===== src/rtl/uart_pkg.sv =====
// Shared types and derived constants for the FIFO-backed UART transmitter.
package uart_pkg;

    typedef enum logic [2:0] {
        IDLE,
        START,
        DATA,
        PARITY,
        STOP
    } tx_state_t;

    localparam logic PARITY_EVEN = 1'b0;
    localparam logic PARITY_ODD  = 1'b1;

    // Clocks per bit on the line.
    function automatic int unsigned calc_div(input int unsigned clk_hz,
                                             input int unsigned baud);
        return clk_hz / baud;
    endfunction

    // Counter only ever holds DIV-1, so $clog2(DIV) bits are enough.
    function automatic int unsigned calc_cnt_w(input int unsigned div);
        return (div <= 2) ? 1 : $clog2(div);
    endfunction

endpackage


===== src/rtl/sync_fifo.sv =====
// Single-clock FIFO with occupancy count; writes when full and reads when empty are ignored.
module sync_fifo #(
    parameter int unsigned WIDTH = 8,
    parameter int unsigned DEPTH = 4
) (
    input  logic                     i_clk,
    input  logic                     i_rst,
    input  logic                     push,
    input  logic [WIDTH-1:0]         din,
    input  logic                     pop,
    output logic                     full,
    output logic                     empty,
    output logic [$clog2(DEPTH):0]   level,
    output logic [WIDTH-1:0]         dout
);

    localparam int unsigned AW = $clog2(DEPTH);

    logic [WIDTH-1:0] mem [DEPTH];
    logic [AW-1:0]    wr_ptr;
    logic [AW-1:0]    rd_ptr;
    logic [AW:0]      count;
    logic             do_push;
    logic             do_pop;

    assign full    = (count == (AW+1)'(DEPTH));
    assign empty   = (count == '0);
    assign do_push = push & ~full;
    assign do_pop  = pop & ~empty;
    assign level   = count;
    assign dout    = mem[rd_ptr];

    always_ff @(posedge i_clk or posedge i_rst) begin
        if (i_rst) begin
            wr_ptr <= '0;
            rd_ptr <= '0;
            count  <= '0;
        end else begin
            if (do_push) wr_ptr <= wr_ptr + 1'b1;
            if (do_pop)  rd_ptr <= rd_ptr + 1'b1;
            case ({do_push, do_pop})
                2'b10:   count <= count + 1'b1;
                2'b01:   count <= count - 1'b1;
                default: count <= count;
            endcase
        end
    end

    // Storage is not reset: emptiness is defined by the pointers and count.
    always_ff @(posedge i_clk) begin
        if (do_push) mem[wr_ptr] <= din;
    end

endmodule


===== src/rtl/uart_tx_fifo.sv =====
// UART transmitter with configurable frame (5..9 data bits, optional parity, 1/2 stop)
// fed from an internal FIFO so bursts go out back-to-back.
module uart_tx_fifo
    import uart_pkg::*;
#(
    parameter int unsigned CLK_FREQ_HZ = 27000000,
    parameter int unsigned BAUD_RATE   = 9600,
    parameter int unsigned DATA_W      = 8,
    parameter int unsigned FIFO_DEPTH  = 4
) (
    input  logic                          i_clk,
    input  logic                          i_rst,
    input  logic [DATA_W-1:0]             i_data,
    input  logic                          i_valid,
    output logic                          o_ready,
    input  logic                          i_parity_en,
    input  logic                          i_parity_odd,
    input  logic                          i_two_stop,
    output logic                          o_uart_tx,
    output logic                          o_busy,
    output logic [$clog2(FIFO_DEPTH):0]   o_fifo_level
);

    localparam int unsigned DIV   = calc_div(CLK_FREQ_HZ, BAUD_RATE);
    localparam int unsigned CNT_W = calc_cnt_w(DIV);
    localparam int unsigned BIT_W = $clog2(DATA_W);
    localparam logic [CNT_W-1:0] DIV_M1   = CNT_W'(DIV - 1);
    localparam logic [BIT_W-1:0] LAST_BIT = BIT_W'(DATA_W - 1);

    logic              fifo_pop;
    logic              fifo_full;
    logic              fifo_empty;
    logic [DATA_W-1:0] fifo_dout;

    tx_state_t         state,       state_n;
    logic [CNT_W-1:0]  baud_cnt,    baud_cnt_n;
    logic [DATA_W-1:0] shifter,     shifter_n;
    logic [BIT_W-1:0]  bit_idx,     bit_idx_n;
    logic              par_bit,     par_bit_n;
    logic              cfg_par_en,  cfg_par_en_n;
    logic              cfg_two_stop, cfg_two_stop_n;
    logic              stop_second, stop_second_n;
    logic              tx_reg,      tx_n;
    logic              tick;

    sync_fifo #(
        .WIDTH (DATA_W),
        .DEPTH (FIFO_DEPTH)
    ) u_fifo (
        .i_clk (i_clk),
        .i_rst (i_rst),
        .push  (i_valid),
        .din   (i_data),
        .pop   (fifo_pop),
        .full  (fifo_full),
        .empty (fifo_empty),
        .level (o_fifo_level),
        .dout  (fifo_dout)
    );

    assign o_ready   = ~fifo_full;
    assign o_uart_tx = tx_reg;
    assign o_busy    = (state != IDLE) | (o_fifo_level != '0);
    assign tick      = (baud_cnt == '0);

    always_ff @(posedge i_clk or posedge i_rst) begin
        if (i_rst) begin
            state        <= IDLE;
            baud_cnt     <= '0;
            shifter      <= '0;
            bit_idx      <= '0;
            par_bit      <= 1'b0;
            cfg_par_en   <= 1'b0;
            cfg_two_stop <= 1'b0;
            stop_second  <= 1'b0;
            tx_reg       <= 1'b1;
        end else begin
            state        <= state_n;
            baud_cnt     <= baud_cnt_n;
            shifter      <= shifter_n;
            bit_idx      <= bit_idx_n;
            par_bit      <= par_bit_n;
            cfg_par_en   <= cfg_par_en_n;
            cfg_two_stop <= cfg_two_stop_n;
            stop_second  <= stop_second_n;
            tx_reg       <= tx_n;
        end
    end

    always_comb begin
        state_n        = state;
        baud_cnt_n     = tick ? baud_cnt : baud_cnt - 1'b1;
        shifter_n      = shifter;
        bit_idx_n      = bit_idx;
        par_bit_n      = par_bit;
        cfg_par_en_n   = cfg_par_en;
        cfg_two_stop_n = cfg_two_stop;
        stop_second_n  = stop_second;
        tx_n           = tx_reg;
        fifo_pop       = 1'b0;

        case (state)
            IDLE: begin
                baud_cnt_n = '0;
                tx_n       = 1'b1;
            end
            START: begin
                if (tick) begin
                    state_n    = DATA;
                    baud_cnt_n = DIV_M1;
                    tx_n       = shifter[0];
                    shifter_n  = shifter >> 1;
                    bit_idx_n  = '0;
                end
            end
            DATA: begin
                if (tick) begin
                    baud_cnt_n = DIV_M1;
                    if (bit_idx == LAST_BIT) begin
                        stop_second_n = 1'b0;
                        if (cfg_par_en) begin
                            state_n = PARITY;
                            tx_n    = par_bit;
                        end else begin
                            state_n = STOP;
                            tx_n    = 1'b1;
                        end
                    end else begin
                        tx_n      = shifter[0];
                        shifter_n = shifter >> 1;
                        bit_idx_n = bit_idx + 1'b1;
                    end
                end
            end
            PARITY: begin
                if (tick) begin
                    state_n       = STOP;
                    baud_cnt_n    = DIV_M1;
                    stop_second_n = 1'b0;
                    tx_n          = 1'b1;
                end
            end
            STOP: begin
                if (tick) begin
                    baud_cnt_n = DIV_M1;
                    if (cfg_two_stop && !stop_second) begin
                        stop_second_n = 1'b1;
                    end else begin
                        state_n = IDLE;
                        tx_n    = 1'b1;
                    end
                end
            end
            default: begin
                state_n = IDLE;
                tx_n    = 1'b1;
            end
        endcase

        // Pop from IDLE or at the last stop-bit boundary, so queued words follow with no gap.
        if ((state == IDLE) || (state_n == IDLE && state == STOP)) begin
            if (!fifo_empty) begin
                fifo_pop       = 1'b1;
                state_n        = START;
                baud_cnt_n     = DIV_M1;
                shifter_n      = fifo_dout;
                par_bit_n      = (^fifo_dout) ^ i_parity_odd;
                cfg_par_en_n   = i_parity_en;
                cfg_two_stop_n = i_two_stop;
                stop_second_n  = 1'b0;
                tx_n           = 1'b0;
            end
        end
    end

endmodule


===== config.mk =====
export PLATFORM = sky130hd
export DESIGN_NAME = uart_tx_fifo
export DESIGN_NICKNAME = d
export VERILOG_FILES = /design/src/rtl/uart_pkg.sv /design/src/rtl/sync_fifo.sv /design/src/rtl/uart_tx_fifo.sv
export SDC_FILE = /design/constraint.sdc
export NUM_CORES = 1
export LEC_CHECK = 0
export CAP_MARGIN = 20
export CORE_UTILIZATION = 55
export CTS_CLUSTER_DIAMETER = 80
export DETAILED_ROUTE_END_ITERATION = 8
export PLACE_DENSITY = 0.79
export RECOVER_POWER = 50
export SLEW_MARGIN = 20
export SYNTH_ARGS = -nofsm -noshare
export SYNTH_HDL_FRONTEND = slang
export SYNTH_SLANG_ARGS = --single-unit

===== constraint.sdc =====
create_clock -name i_clk -period 9.1 [get_ports i_clk]
set_clock_uncertainty 0.1 [all_clocks]
set_input_delay 1.82 -clock i_clk [delete_from_list [all_inputs] [get_ports i_clk]]
set_output_delay 1.82 -clock i_clk [all_outputs]
set_load 0.01 [all_outputs]

==> Yosys cells after proc, flatten, opt, wreduce, memory -nomap -nowiden <==
Memory sizes are Yosys's and may differ from the RTL's.
Cells that the tools add are included.
{ "totals": {"register_bits": 38, "out_inout_bits": 6, "mem_count": 1, "wordCells": 100, "in_bits": 14, "ram_bits": 32} }
{ "classes": {"n_addsub": 6, "n_mux": 48, "n_reduce_logical": 16, "bitwise": 6, "n_eq_ne": 11} }
{ "mem_list": {"columns": ["memory", "words", "width", "rd", "rd_ports_with_merged_regs", "wr", "line_no", "source"], "rows": [
  ["u_fifo.mem", 4, 8, 1, 0, 1, "sync_fifo.sv:19", "logic [WIDTH-1:0] mem [DEPTH];"]
]} }
{ "ops": {"columns": ["cell", "count"], "rows": [
  ["12-bit 2-to-1 mux", 4],
  ["8-bit 2-to-1 mux", 5],
  ["3-bit 2-to-1 mux", 12],
  ["12-bit case mux with 2 select lines", 1],
  ["1-bit 2-to-1 mux", 20],
  ["8-bit case mux with 2 select lines", 1],
  ["3-bit case mux with 5 select lines", 1],
  ["12-bit logical NOT", 1],
  ["3-bit case mux with 2 select lines", 2],
  ["12-bit by 1-bit subtractor with 12-bit output, second input constant", 1],
  ["3-bit == test, second input constant", 3],
  ["3-bit logical NOT", 3],
  ["8-bit parity", 1],
  ["3-bit by 1-bit adder with 3-bit output, second input constant", 2],
  ["3-bit by 2-bit == test with 1-bit output, second input constant", 2],
  ["2-bit inequality test, second input constant", 3],
  ["3-bit nonzero test", 2],
  ["2-bit by 1-bit adder with 2-bit output, second input constant", 2],
  ["1-bit case mux with 4 select lines", 1],
  ["4-bit AND reduction", 1],
  ["2-bit nonzero test", 2],
  ["4-bit OR reduction", 1],
  ["3-bit by 1-bit == test with 1-bit output, second input constant", 1],
  ["1-bit case mux with 3 select lines", 1],
  ["11 further kinds", 14]
]} }

==> Logic depth before layout (Yosys ltp) <==
Gate-level depths: netlist (run 1).
{ "logic_depth": {"depth_word": 12, "depth_mapped": 14, "depth_no_buf": 13} }

==> Modules after synthesis <==
From an unflattened synthesis (run 1), not the netlist that was laid out.
{ "hier_totals": {"hier_cells": 276, "area_unflattened_um2": 3457.1} }
{ "modules_own_cells": {"columns": ["mod", "area_per_inst_um2", "cells_each", "instances", "seq_area_each_um2"], "rows": [
  ["uart_tx_fifo", 1860.5, 196, 1, 777.0],
  ["sync_fifo", 1596.5, 80, 1, 1136.1]
]} }

==> Worst setup path before layout (run 1) <==
No wires, ideal clock.
{ "synth_timing": {"kind": "register to output", "startpoint": "reg state[0]", "endpoint": "out o_busy", "required_ns": 7.180, "path_stages_with_launch": 4, "path_buffers": 1, "arrival_ns": 1.323, "setup_slack_ns": 5.857, "cell_sequence": "dfrtp_1 -> clkbuf_1 -> nor3_1 -> nand2_1"} }
{ "synth_between": {"elab_chain_cells": 2} }
{ "synth_lines": {"columns": ["item", "line_no", "source"], "rows": [
  ["start, declared", "uart_tx_fifo.sv:35", "tx_state_t state, state_n;"],
  ["start signal, assigned", "uart_tx_fifo.sv:78", "state <= state_n;"],
  ["3-bit nonzero test", "uart_tx_fifo.sv:63", "assign o_busy = (state != IDLE) | (o_fifo_level != '0);"],
  ["1-bit OR", "uart_tx_fifo.sv:63", null],
  ["end, declared", "uart_tx_fifo.sv:20", "output logic o_busy,"]
]} }
Every way passes these cells.

==> Worst setup path after layout (run 1) <==
Same ends and word-level chain as after synthesis.

==> run_results.csv, run 1 <==
group,metric,value,unit
sta,fin_crit,4275,ps
sta,grt_setup_unrepaired,"no",
clock_network,path_clk_slew,80,ps
setup_path,worstPathMaxFanout,15,
grt,grt_pass1_vias,2119,
synth,netlist_area,0.003306,mm^2
die,die_y,79.53,um
place,dp_hpwl,4.064,mm
worst_hold_path,min_to,"bit_idx[1]",
synth,synth_edf_count,32,
clock_network,cts_root_buf,"clkbuf_8",
setup_path,path_depth,3,
detailed_routing,viasPerCell,5.791,
place,preCtsSetupSlack,5203,ps
sta,fin_crit_sh,0.4698,
synth,synth_top_family_by_area,"simple AND/OR/NAND/NOR gates",
detailed_routing,drcViolationCount,0,
setup_path,r2r_slack,5550,ps
die,die_area,0.006324,mm^2
sta,fin_setup_tns,0,ps
die,num_rows,27,
synth,yosysSeqAreaShare,0.5787,
synth,async_flop_share,0.5429,
pwr,powerDensity,323.6,mW/mm^2
synth,yosysTopAreaCellShare,0.2907,
die,core,0.005642,mm^2
worst_hold_path,whs_path_depth,2,
grt,grt_max_degree,39,
grt,antenna_found_initial,0,
grt,overflow,0,
final_layout,num_antenna_cells,0,
setup_path,path_delay_family,"simple AND/OR/NAND/NOR gates",
setup_path,cp-start-kind,"flip-flop",
setup_path,r2r-start,"baud_cnt[0]",
synth,netlist_instances,272,
synth,synth_area_leaders,"edfxtp_1 (29%), dfrtp_1 (28%), mux4_2 (5.5%), mux2i_1 (3.3%), nand2_1 (3.3%)",
sta,finalMaxSlewViolations,39,
run,cap_violations,1,
synth,synthDistinctLibCells,52,
final_layout,stdcell_area,0.003717,mm^2
clock_network,ctsHoldBuffers,0,
status,violations,"capacitance limit, slew limit",
sta,timing.fmax,0.2339,GHz
setup_path,reg2reg_to,"u_fifo.level[2]",
setup_path,worstSetupEndpointType,"output pin",
die,die_w,79.53,um
sta,slew_headroom,-0.3401,
setup_path,path_cells,"nor3_1, nand2_1, clkdlybuf4s50_1",
synth,synth_compound_area_frac,0.08970,
synth,syn-mean-instance-area,12.15,um^2
detailed_routing,drt_pass1_iterations,5,
detailed_routing,antenna_left,0,
grt,grt.busiest_layer,"met2",
pwr,ir_worst_vdd,0.0001660,V
detailed_routing,wl_per_cell,15.72,um
sta,whs,377.4,ps
setup_path,crit_slowest_cell,"nor3_1",
clock_network,cts-htree-levels,3,
status,status,"finished, violations left",
final_layout,final_layout_size_suffix_gt1_frac,0.1044,
sta,hold_viol,0,
setup_path,path_class,"reg2out",
detailed_routing,vias,2137,
synth,synth-simple-area-share,0.1317,
setup_path,crit_arrival,2350,ps
grt,grtUsageMet2,0.3214,
grt,grt_pass1_wl,9.860,mm
synth,synth_top_area_cell,"edfxtp_1",
pwr,power,1203,uW
setup_path,cpPeakStageDelay,830,ps
sta,fin_ws,4825,ps
sta,worstMarginPinSlew,2010,ps
detailed_routing,first_iter_violations,155,
detailed_routing,routed_wl,5.801,mm
clock_network,post_cts_resized,0,
clock_network,numCtsBuffers,9,
synth,synth_xor_area_frac,0.04126,
pwr,p_leak,0.001503,uW
synth,synth_mux_area_frac,0.09122,
clock_network,ctsLongestPathBuffers,2,
place,placed_area,0.003543,mm^2
synth,ys.flop_type,"dfrtp_1",
die,start_util,0.5859,
place,port_buffers,19,
worst_hold_path,hp-start,"bit_idx[1]",
clock_network,worstSkewPairLatency,340,ps
grt,grt_use_met3,0.03543,
sta,setup_viol,0,
synth,yosys_warnings,0,
die,io_pins,20,
place,finalWeightedCongestion,0.7719,
clock_network,cts_sinks,70,
final_layout,nets,315,
clock_network,post_cts_buffers,0,
grt,use_met1,0.2903,
synth,syn-num-nets,295,
final_layout,syn2layout_area_growth,12.45,%
synth,synthAdderAreaFrac,0.03634,
setup_path,ff2ff_path_depth,13,
setup_path,cp.required,7180,ps
setup_path,path_buf_inv,1,
grt,grt_usage,0.2078,
synth,synth_seq_cells,70,
clock_network,cts_tree,"yes",
worst_hold_path,hp-class,"reg2reg",
## worst max path at each step
stage / startpoint / end / slack, ps
2_1_floorplan: state[0] / o_busy / 5860
3_3_place_gp: state[0] / o_busy / 5330
3_5_place_dp: state[0] / o_busy / 5200
4_1_cts: state[0] / o_busy / 4820
5_1_grt: i_rst / shifter[3] / 4660
6_report: state[0] / o_busy / 4830
## synthesized netlist by cell type (3+ instances only)
cell,count
o21ai_1,15
and3_1,5
edfxtp_1,32
nor4_1,4
and2_1,3
or3_1,3
xor2_1,5
nor2_1,10
mux2i_1,11
inv_1,13
mux4_2,8
clkbuf_1,7
nor3_1,8
dfrtp_1,37
a21oi_1,15
nand2_1,29
nand3_1,4
o31ai_1,5
o21ai_0,5
xnor2_1,8
ha_1,8
## cell usage in the layout (no fill, tap or decap), types with 3 or more instances in the layout
cell             instances
dlygate4sd3_1            9
nor4_1                   4
ha_1                     8
o31ai_1                  5
o21ai_1                 14
nand3_1                  4
o21ai_0                  6
and2_1                   3
a21oi_1                 15
inv_1                   13
nor2_1                  10
or3_1                    3
nand2_1                 29
xor2_1                   5
clkdlybuf4s50_1         10
mux4_2                   8
nor3_1                   8
dfrtp_1                 37
xnor2_1                  8
edfxtp_1                32
mux2i_1                 11
and3_1                   5
clkbuf_8                 9
## worst register-to-register path, delay by kind of cell (launching register included)
kind / cells / cell delay [ps]
adders and majority gates: 3 / 830
buffers and inverters: 3 / 600
xor gates and xnor gates: 2 / 310
DFF: 1 / 410
AOI/OAI and AO/OA: 1 / 210
and+or+nand+nor: 4 / 1020
## area by class of cell
class                      count  area (um^2)
tap                           72        90.09
timing repair buffer          20        193.9
clock inverter                 7        57.56
clock buffer                   9        123.9
sequential                    70         1913
fill                         417         1924
inverter                      14        52.55
multi-input combinational    177         1286
## stage by stage
step	cells	utilization
2_1_floorplan	272	-
4_1_cts	369	0.6602
6_report	369	0.6589
5_1_grt	369	0.6589
3_3_place_gp	353	0.6281
3_5_place_dp	353	0.6281
## flip-flops by register name, indices dropped and copies added (netlist names)
name	cells
baud_cnt	12
bit_idx	3
cfg_par_en	1
cfg_two_stop	1
o_uart_tx	1
par_bit	1
shifter	8
state	3
stop_second	1
u_fifo.level	3
u_fifo.mem	32
u_fifo.rd_ptr	2
u_fifo.wr_ptr	2
## power by group
| group | internal (uW) | total [uW] | switching, uW | leakage (uW) |
|---|---|---|---|---|
| clock | 103 | 228 | 125 | 0.0000881 |
| combinational | 228 | 438 | 210 | 0.000655 |
| sequential | 437 | 538 | 101 | 0.000760 |
## logic make-up (layout without fill, tap and decap cells)
family,count (synthesis),after routing
and+or+nand+nor,83,83
adders and majority gates,9,9
AOI/OAI and AO/OA,51,51
xor gates and xnor gates,14,14
muxes,20,20
DFF,70,70
buffers and inverters,25,50
## layer usage
layer	routed length (um)	share of wire
met4	95	0.016
met5	0	0
met1	2700	0.47
met3	238	0.041
met2	2768	0.48
Power figures use the tool's default switching activity.
==> run 2: changes to the inputs <==
Settings changed: CORE_UTILIZATION 55 to 53.
Clock period 9.1 ns to 3.6 ns, I/O delays scaled along.
==> run_results.csv, run 2 (synthesized netlist as in run 1, its figures left out) <==
group,metric,value,unit
die,die_y,80.98,um
grt,grt_max_degree,27,
status,status,"completed",
setup_path,reg2reg_to,"u_fifo.level[2]",
final_layout,nets,318,
sta,fin_crit,3115,ps
setup_path,cp.required,3770,ps
clock_network,ctsLongestPathBuffers,2,
final_layout,largest-register,"u_fifo.mem",
worst_hold_path,hp-class,"reg2reg",
sta,fin_crit_sh,0.8654,
setup_path,r2r_slack,480,ps
detailed_routing,routed_wl,5.772,mm
final_layout,syn2layout_area_growth,13.51,%
setup_path,r2r-start,"baud_cnt[0]",
setup_path,worstPathMaxFanout,10,
detailed_routing,vias,2120,
setup_path,cp-start-kind,"flip-flop",
die,core,0.005956,mm^2
sta,setup_viol,0,
pwr,p_leak,0.001525,uW
grt,grt_pass1_wl,9.777,mm
sta,fin_setup_tns,0,ps
die,die_area,0.006557,mm^2
sta,timing.fmax,0.3210,GHz
pwr,powerDensity,816.8,mW/mm^2
clock_network,post_cts_buffers,0,
final_layout,reg_top3,"u_fifo.mem: 32 flops, baud_cnt: 12 flops, shifter: 8 flops",
final_layout,num_antenna_cells,0,
setup_path,path_class,"reg2reg",
detailed_routing,antenna_left,0,
pwr,ir_worst_vdd,0.0004829,V
setup_path,ff2ff_path_depth,13,
worst_hold_path,whs_path_depth,2,
detailed_routing,first_iter_violations,260,
sta,finalMaxSlewViolations,0,
sta,hold_viol,0,
place,finalWeightedCongestion,0.8114,
clock_network,path_clk_slew,80,ps
run,cap_violations,0,
clock_network,post_cts_resized,0,
sta,slew_headroom,0.2602,
final_layout,final_layout_size_suffix_gt1_frac,0.1167,
detailed_routing,drcViolationCount,0,
place,port_buffers,19,
clock_network,worstSkewPairLatency,340,ps
setup_path,worstSetupEndpointType,"flip-flop",
die,start_util,0.5550,
final_layout,stdcell_area,0.003752,mm^2
grt,overflow,0,
sta,worstMarginPinSlew,1110,ps
grt,grt_usage,0.2046,
final_layout,largest_reg_flops,32,
clock_network,cts_root_buf,"clkbuf_8",
place,dp_hpwl,4.019,mm
detailed_routing,drt_pass1_iterations,4,
final_layout,mostFrequentLayoutCell,"dfrtp_1",
clock_network,ctsHoldBuffers,0,
die,io_pins,20,
final_layout,layout_common_cells,"dfrtp_1 (37), edfxtp_1 (32), nand2_1 (29)",
sta,grt_setup_unrepaired,"no",
grt,grt_pass1_vias,2048,
setup_path,crit_arrival,3280,ps
clock_network,cts_sinks,70,
die,num_rows,28,
clock_network,cts_tree,"yes",
clock_network,cts-htree-levels,3,
worst_hold_path,hp-start,"bit_idx[1]",
worst_hold_path,min_to,"bit_idx[1]",
die,die_w,80.98,um
clock_network,numCtsBuffers,9,
grt,antenna_found_initial,0,
final_layout,post-route-util,0.6300,
detailed_routing,viasPerCell,5.653,
place,placed_area,0.003570,mm^2
detailed_routing,wl_per_cell,15.39,um
-- run 2: worst max-delay path, cell delays in order (launching register included) --
cell	delay [ps]
dfrtp_1	410
inv_1	100
ha_1	200
nor4b_1	490
o2111ai_1	180
nand2_1	160
nand2_1	240
inv_2	120
ha_1	190
inv_1	60
fa_1	370
xor2_1	150
nor2_1	110
xor2_1	150
-- run 2: metal layers --
metal	global-route usage	wire (um)	vias up
met5	0	0	-
met4	0.07321	87	0
met3	0.06517	320	6
met2	0.3059	2716	62
met1	0.2813	2647	1012
li1	-	-	1040
-- run 2: layout make-up --
class                      count  area, um^2
fill                         466        2203
sequential                    70        1913
multi-input combinational    177        1290
timing repair buffer          23       216.5
clock buffer                   9       123.9
tap                           75       93.84
clock inverter                 7       62.56
inverter                      14       52.55
-- run 2: worst max path at each step --
stage,startpoint,end,slack (ps),cells past startpoint
floorplan,baud_cnt[0],u_fifo.level[2],560,14
global placement,baud_cnt[0],u_fifo.level[2],570,13
detailed placement,baud_cnt[0],u_fifo.level[2],530,13
CTS,baud_cnt[0],u_fifo.level[2],500,13
global route,baud_cnt[0],u_fifo.level[2],180,13
finish,baud_cnt[0],u_fifo.level[2],480,13
-- run 2: through the flow --
stage | worst slack (ps) | hold slack (ps) | power [uW] | std cells
after CTS | 495.6 | 400.2 | 3102 | 375
final | 484.6 | 396.7 | 3065 | 375
after floorplan | 560.3 | 342.8 | 2193 | 272
after global placement | 569.9 | 374.8 | 2465 | 359
after detailed placement | 531.8 | 374.5 | 2504 | 359
after global routing | 179.7 | 435.8 | 3301 | 375
-- run 2: power by group --
part / leakage [uW] / switching (uW) / total [uW] / internal, uW
registers: 0.000760 / 257 / 1360 / 1100
clock network: 0.0000927 / 329 / 593 / 264
logic: 0.000673 / 523 / 1110 / 588
total: 0.00153 / 1110 / 3060 / 1960
